===== src/rtl/jtag_tap_ir.sv =====
// jtag_tap_ir: IEEE 1149.1 TAP controller with instruction register, BYPASS,
// user DR channel select and an optional IDCODE register.
// Optional feature macro: JTAG_TAP_IR_IDCODE_EN (IDCODE register present and
// IDCODE is the default instruction; otherwise BYPASS is the default).
module jtag_tap_ir #(
  parameter int unsigned IR_WIDTH   = 8,
  parameter int unsigned NUM_USER   = 4,
  parameter int unsigned USER_BASE  = 32'h02,
  parameter logic [31:0] IDCODE_VAL = 32'h0000_0001,
  parameter int unsigned IDCODE_OP  = 32'h01
) (
  input  logic                TCK,
  input  logic                TRST_N,
  input  logic                TMS,
  input  logic                TDI,
  input  logic [NUM_USER-1:0] USER_TDO,
  output logic                TDO,
  output logic                TDO_EN,
  output logic                TLRESET,
  output logic                RTIDLE,
  output logic                CAPTURE_DR,
  output logic                SHIFT_DR,
  output logic                UPDATE_DR,
  output logic                SHIFT_IR,
  output logic                UPDATE_IR,
  output logic [NUM_USER-1:0] SEL,
  output logic [IR_WIDTH-1:0] IR_OUT
);

  // Elaboration-time parameter sanity; opcodes must fit the widest legal IR.
  if (IR_WIDTH < 2 || IR_WIDTH > 16 || NUM_USER < 1 || NUM_USER > 8 ||
      IDCODE_VAL[0] != 1'b1 || IDCODE_OP > 32'hFFFF ||
      USER_BASE + NUM_USER > 32'h1_0000) begin : g_param_check
    $error("jtag_tap_ir: parameter out of range");
  end

  typedef enum logic [3:0] {
    ST_TLR       = 4'h0,
    ST_RTI       = 4'h1,
    ST_SEL_DR    = 4'h2,
    ST_CAP_DR    = 4'h3,
    ST_SHIFT_DR  = 4'h4,
    ST_EXIT1_DR  = 4'h5,
    ST_PAUSE_DR  = 4'h6,
    ST_EXIT2_DR  = 4'h7,
    ST_UPD_DR    = 4'h8,
    ST_SEL_IR    = 4'h9,
    ST_CAP_IR    = 4'hA,
    ST_SHIFT_IR  = 4'hB,
    ST_EXIT1_IR  = 4'hC,
    ST_PAUSE_IR  = 4'hD,
    ST_EXIT2_IR  = 4'hE,
    ST_UPD_IR    = 4'hF
  } tap_state_e;

`ifdef JTAG_TAP_IR_IDCODE_EN
  localparam logic [IR_WIDTH-1:0] IR_DEFAULT = IR_WIDTH'(IDCODE_OP);
`else
  localparam logic [IR_WIDTH-1:0] IR_DEFAULT = '1;
`endif

  // Decode: bit NUM_USER = IDCODE selected, low bits = one-hot user select.
  // An all-zero result means BYPASS.
  function automatic logic [NUM_USER:0] decode(input logic [IR_WIDTH-1:0] ir);
    logic [NUM_USER:0] d;
    d = '0;
    for (int unsigned k = 0; k < NUM_USER; k++) begin
      if (ir == IR_WIDTH'(USER_BASE + k)) d[k] = 1'b1;
    end
`ifdef JTAG_TAP_IR_IDCODE_EN
    if (ir == IR_WIDTH'(IDCODE_OP)) d = {1'b1, {NUM_USER{1'b0}}};
`endif
    if (ir == '1) d = '0;
    return d;
  endfunction

  tap_state_e            state, nextstate;
  logic [IR_WIDTH-1:0]   ir_shift;
  logic [NUM_USER:0]     dec_q;
  logic                  bypass_q;
  logic                  idcode_bit_c;
  logic                  dr_tdo_c;

  assign SEL = dec_q[NUM_USER-1:0];

  // TAP next-state logic, driven by TMS alone; unknown codes fall to reset.
  always_comb begin
    nextstate = ST_TLR;
    case (state)
      ST_TLR:      nextstate = TMS ? ST_TLR      : ST_RTI;
      ST_RTI:      nextstate = TMS ? ST_SEL_DR   : ST_RTI;
      ST_SEL_DR:   nextstate = TMS ? ST_SEL_IR   : ST_CAP_DR;
      ST_CAP_DR:   nextstate = TMS ? ST_EXIT1_DR : ST_SHIFT_DR;
      ST_SHIFT_DR: nextstate = TMS ? ST_EXIT1_DR : ST_SHIFT_DR;
      ST_EXIT1_DR: nextstate = TMS ? ST_UPD_DR   : ST_PAUSE_DR;
      ST_PAUSE_DR: nextstate = TMS ? ST_EXIT2_DR : ST_PAUSE_DR;
      ST_EXIT2_DR: nextstate = TMS ? ST_UPD_DR   : ST_SHIFT_DR;
      ST_UPD_DR:   nextstate = TMS ? ST_SEL_DR   : ST_RTI;
      ST_SEL_IR:   nextstate = TMS ? ST_TLR      : ST_CAP_IR;
      ST_CAP_IR:   nextstate = TMS ? ST_EXIT1_IR : ST_SHIFT_IR;
      ST_SHIFT_IR: nextstate = TMS ? ST_EXIT1_IR : ST_SHIFT_IR;
      ST_EXIT1_IR: nextstate = TMS ? ST_UPD_IR   : ST_PAUSE_IR;
      ST_PAUSE_IR: nextstate = TMS ? ST_EXIT2_IR : ST_PAUSE_IR;
      ST_EXIT2_IR: nextstate = TMS ? ST_UPD_IR   : ST_SHIFT_IR;
      ST_UPD_IR:   nextstate = TMS ? ST_SEL_DR   : ST_RTI;
      default:     nextstate = ST_TLR;
    endcase
  end

  // State register and one-hot flags registered from nextstate.
  always_ff @(posedge TCK or negedge TRST_N) begin
    if (!TRST_N) begin
      state      <= ST_TLR;
      TLRESET    <= 1'b1;
      RTIDLE     <= 1'b0;
      CAPTURE_DR <= 1'b0;
      SHIFT_DR   <= 1'b0;
      UPDATE_DR  <= 1'b0;
      SHIFT_IR   <= 1'b0;
      UPDATE_IR  <= 1'b0;
    end else begin
      state      <= nextstate;
      TLRESET    <= (nextstate == ST_TLR);
      RTIDLE     <= (nextstate == ST_RTI);
      CAPTURE_DR <= (nextstate == ST_CAP_DR);
      SHIFT_DR   <= (nextstate == ST_SHIFT_DR);
      UPDATE_DR  <= (nextstate == ST_UPD_DR);
      SHIFT_IR   <= (nextstate == ST_SHIFT_IR);
      UPDATE_IR  <= (nextstate == ST_UPD_IR);
    end
  end

  // IR shifter, instruction latch and registered decode (SEL only moves here).
  always_ff @(posedge TCK or negedge TRST_N) begin
    if (!TRST_N) begin
      ir_shift <= '0;
      IR_OUT   <= IR_DEFAULT;
      dec_q    <= decode(IR_DEFAULT);
    end else begin
      if (state == ST_CAP_IR) begin
        ir_shift <= IR_WIDTH'(2'b01);
      end else if (state == ST_SHIFT_IR) begin
        ir_shift <= {TDI, ir_shift[IR_WIDTH-1:1]};
      end
      if (nextstate == ST_TLR) begin
        IR_OUT <= IR_DEFAULT;
        dec_q  <= decode(IR_DEFAULT);
      end else if (state == ST_UPD_IR) begin
        IR_OUT <= ir_shift;
        dec_q  <= decode(ir_shift);
      end
    end
  end

  // BYPASS register: captures 0, shifts TDI.
  always_ff @(posedge TCK or negedge TRST_N) begin
    if (!TRST_N) begin
      bypass_q <= 1'b0;
    end else if (state == ST_CAP_DR) begin
      bypass_q <= 1'b0;
    end else if (state == ST_SHIFT_DR) begin
      bypass_q <= TDI;
    end
  end

`ifdef JTAG_TAP_IR_IDCODE_EN
  logic [31:0] idcode_q;

  // IDCODE register: active only while IDCODE is the current instruction.
  always_ff @(posedge TCK or negedge TRST_N) begin
    if (!TRST_N) begin
      idcode_q <= '0;
    end else if (dec_q[NUM_USER]) begin
      if (state == ST_CAP_DR) begin
        idcode_q <= IDCODE_VAL;
      end else if (state == ST_SHIFT_DR) begin
        idcode_q <= {TDI, idcode_q[31:1]};
      end
    end
  end

  assign idcode_bit_c = idcode_q[0];
`else
  assign idcode_bit_c = 1'b0;
`endif

  // DR serial-out select from the registered decode.
  always_comb begin
    dr_tdo_c = bypass_q;
    if (|SEL)            dr_tdo_c = |(USER_TDO & SEL);
    if (dec_q[NUM_USER]) dr_tdo_c = idcode_bit_c;
  end

  // TDO and its enable re-registered on falling TCK; TDO parks at 0.
  always_ff @(negedge TCK or negedge TRST_N) begin
    if (!TRST_N) begin
      TDO    <= 1'b0;
      TDO_EN <= 1'b0;
    end else begin
      TDO_EN <= SHIFT_IR | SHIFT_DR;
      TDO    <= SHIFT_IR ? ir_shift[0] : (SHIFT_DR ? dr_tdo_c : 1'b0);
    end
  end

endmodule


===== config.mk =====
export PLATFORM = sky130hd
export DESIGN_NAME = jtag_tap_ir
export DESIGN_NICKNAME = d
export VERILOG_FILES = /design/src/rtl/jtag_tap_ir.sv
export SDC_FILE = /design/constraint.sdc
export NUM_CORES = 1
export LEC_CHECK = 0
export ABC_AREA = 1
export CAP_MARGIN = 0
export CELL_PAD_IN_SITES_DETAIL_PLACEMENT = 1
export CELL_PAD_IN_SITES_GLOBAL_PLACEMENT = 2
export CORE_MARGIN = 8
export CORE_UTILIZATION = 24
export CTS_BUF_LIST = sky130_fd_sc_hd__clkbuf_8 sky130_fd_sc_hd__clkbuf_16
export DETAILED_ROUTE_END_ITERATION = 16
export GPL_TIMING_DRIVEN = 0
export PLACE_DENSITY_LB_ADDON = 0.1
export SYNTH_ARGS = -nofsm -noshare
export SYNTH_HDL_FRONTEND = slang
export SYNTH_SLANG_ARGS = --single-unit

===== constraint.sdc =====
create_clock -name TCK -period 1.5 [get_ports TCK]
set_input_delay 0.375 -clock TCK [delete_from_list [all_inputs] [get_ports TCK]]
set_output_delay 0.375 -clock TCK [all_outputs]
set_load 0.005 [all_outputs]

**Word-level counts from Yosys, hierarchy flattened**

Index checks and enable logic that the tools add are counted.

- Mux-type cells: 30
- Reduce and logical (&&, ||, !) cells: 10
- Bitwise gates (word level): 2
- Eq/ne operators: 26

Operator list:

| cell | number |
|---|---|
| 4-bit case mux with 12 select lines | 1 |
| 4-bit equality test (second input constant) | 11 |
| 8-bit two-way mux | 4 |
| 4-bit by 3-bit equality test with 1-bit output (second input constant) | 5 |
| 4-bit two-way mux | 5 |
| 8-bit by 2-bit equality test with 1-bit output (second input constant) | 2 |
| 8-bit by 3-bit equality test with 1-bit output (second input constant) | 2 |
| 1-bit two-way mux | 13 |
| 4-bit by 2-bit equality test with 1-bit output (second input constant) | 3 |
| 5-bit two-way mux | 2 |
| 4-bit by 1-bit equality test with 1-bit output (second input constant) | 2 |
| 8-bit equality test (second input constant) | 1 |
| 4-bit zero test | 2 |
| 4-bit OR reduction | 2 |
| 2-bit two-way mux | 3 |
| 3-bit two-way mux | 2 |
| 2-bit nonzero test | 3 |
| 4-bit AND | 1 |
| 2-bit OR reduction | 2 |
| 3-bit OR reduction | 1 |
| 1-bit OR | 1 |

- Word-level logic and storage cells: 82
- Output and inout bits: 21
- Bits in registers: 35
- Input port bits: 8

**Logic depth before layout (Yosys ltp)**

- Word-level depth: 6
- Mapped depth: 10
- Depth with buffers taken out: 9

==> metrics.yaml <==
final_common_cell: "nand2_1"
clockBufferDepth: 2
vias: 1537
grt_pass1_vias: 1652
cts.reportedPaths.clkPinSlew_ps: 70
yosys_warnings: 0
ctsRootBufferMaster: "clkbuf_8"
mostFrequentLayoutCells: "27 x nand2_1, 22 x dfrtp_1, 20 x nand3_1"
p_per_area_mw_per_mm2: 1996
drt_pass1_iterations: 4
critPathSlowestCell: "dfrtn_1"
fp-row-count: 31
grt_pass1_wl_microns: 8431
syn-instance-count: 203
syn_area_sq_mm: 0.001783
crit_buf_inv: 1
start_kind: "flip-flop"
busiest_layer: "met2"
drtIter0Drc: 36
drive_above_1_share: 0.4444
rsz0062_at_grt: "true"
reg2reg_slack_ps: -250
crit_fanout: 1
cts_tree: "yes"
cts_buffers: 5
use_met1: 0.1319
p_leak_nw: 1.206
arrival_ps: 1510
reg2reg_depth: 6
design_area_sq_mm: 0.002610
die_height_microns: 102.2
clock_latency_ps: 280
finalHoldViolCount: 0
antenna_found_initial: 0
grt_use_met3: 0.02112
grt_usage: 0.1041
worst_hold_path_type: "input pin to async pin"
synth_fa_ha_area_frac: 0
htree_levels: 2
synth-async-reset-ratio: 1.000
cts_sinks: 34
post_drt_wl_per_cell_microns: 13.71
crit_required_ps: 1120
viasPerCell: 4.269
skew_ps: 8.742
place_area_sq_mm: 0.002182
whs_ps: 165.3
critical_path_depth: 1
synth_seq_cells: 34
insertedDiodeCount: 0
synth_compound_area_frac: 0.09544
synth_cell_types: 29
dp_hpwl_microns: 3547
synth_edf_count: 0
synth_fp_nets: 211
slowest_delay_ps: 380
initial_core_util: 0.2471
synth-xor-area-share: 0
maxCapViolCount: 0
synth_top_family_by_area: "simple AND/OR/NAND/NOR gates"
coreArea_sq_mm: 0.007214
drc_errors: 0
critical_path.top_delay_family: "flip-flops"
worstMarginPinSlew_ps: 773.2
synth-simple-area-share: 0.3354
status: "finished with violations"
syn-mean-instance-area_sq_um: 8.783
io_pins: 29
synth_ff_type: "dfrtp_1"
io_buffers: 28
ir_drop_mv: 0.9555
postLayoutSetupSlackWorst_ps: -389.8
violations: "negative setup slack"
gr-total-overflow: 0
cp-end-kind: "output pin"
routed_wl_microns: 4934
criticalPathCategory: "flip-flop to output pin"
drv_slew: 0
setup_violations: 20
fp.dieW_microns: 102.2
ys_seq_area_frac: 0.4835
fin_nets: 268
use_met2: 0.1689
die_area_sq_mm: 0.01044
slew-limit-headroom: 0.4845
crit_chain: "buf_2"
gp_congestion: 0.7615
muxShareOfSynthArea: 0
antenna_left: 0
area_growth_pct: 46.39
grt_max_degree: 35
metrics by stage:
| step | power, mW | utilization | TNS (ps) | setup slack [ps] | cells |
|---|---|---|---|---|---|
| after floorplan | 2.883 | - | -264.1 | -182.2 | 203 |
| after global placement | 3.561 | 0.3032 | -39090 | -1445 | 330 |
| after detailed placement | 3.562 | 0.3025 | -13580 | -642.6 | 330 |
| after CTS | 5.029 | 0.3437 | -1811 | -407.1 | 352 |
| after global routing | 5.623 | 0.3618 | -3245 | -429.5 | 360 |
| final | 5.209 | 0.3618 | -1418 | -389.8 | 360 |
cell type report:
cell class	count	area [sq um]
plain buffers	6	71.32
clock buffers	6	82.58
clock inverters	2	12.51
fillers	872	4604
inverters	26	110.1
multi-input cells	138	912.1
flip-flops and latches	34	863.3
well taps	99	123.9
repair buffers	49	434.2
power by group:
part	internal (mW)	switching (mW)	leakage [nW]
sequential	1.19	0.149	0.430
clock	0.369	0.340	0.0472
combinational	1.35	1.81	0.730
cell usage after synthesis, drive strengths merged (2+ instances only):
cell / count / share of area
nand2: 50 / 0.15
inv: 26 / 0.055
nand3: 25 / 0.083
dfrtp: 23 / 0.32
nor2: 21 / 0.079
o21ai: 18 / 0.051
a21oi: 12 / 0.036
dfstp: 9 / 0.13
buf: 5 / 0.026
nand4: 4 / 0.014
nor3: 4 / 0.011
dfrtn: 2 / 0.028
kinds of logic after synthesis:
kind of cell | after synthesis
AND/OR/NAND/NOR | 105
flip-flops | 34
buffers and inverters | 32
AO/OA/AOI/OAI | 32
layer usage:
metal | up-vias | routed length [microns]
li1 | 770 | -
met1 | 741 | 2295
met2 | 22 | 2403
met3 | 4 | 175
met4 | 0 | 60
met5 | - | 0
path summary, 6_finish.rpt:
kind	startpoint	end
setup / recovery	TDO	TDO
hold / removal	TRST_N	dec_q[3]
setup reg to reg	dec_q[1]	TDO
hold reg to reg	ir_shift[5]	ir_shift[4]
max in group asynchronous	TRST_N	TDO_EN
min in group TCK	TMS	state[1]
state kept, by name (all words and copies together), names as in the netlist:
signal      cells
UPDATE_DR       1
SHIFT_IR        1
UPDATE_IR       1
SHIFT_DR        1
TDO_EN          1
dec_q           4
CAPTURE_DR      1
RTIDLE          1
ir_shift        8
state           4
TLRESET         1
IR_OUT          8
bypass_q        1
TDO             1
timing repair:
action	4_1_cts	5_1_grt
hold buffers	0	0
setup buffers	13	8
gates resized for setup	65	25
pin swaps	15	15
endpoints found under the setup margin	47	26
gates cloned	1	0
Power figures use the tool's default switching activity.
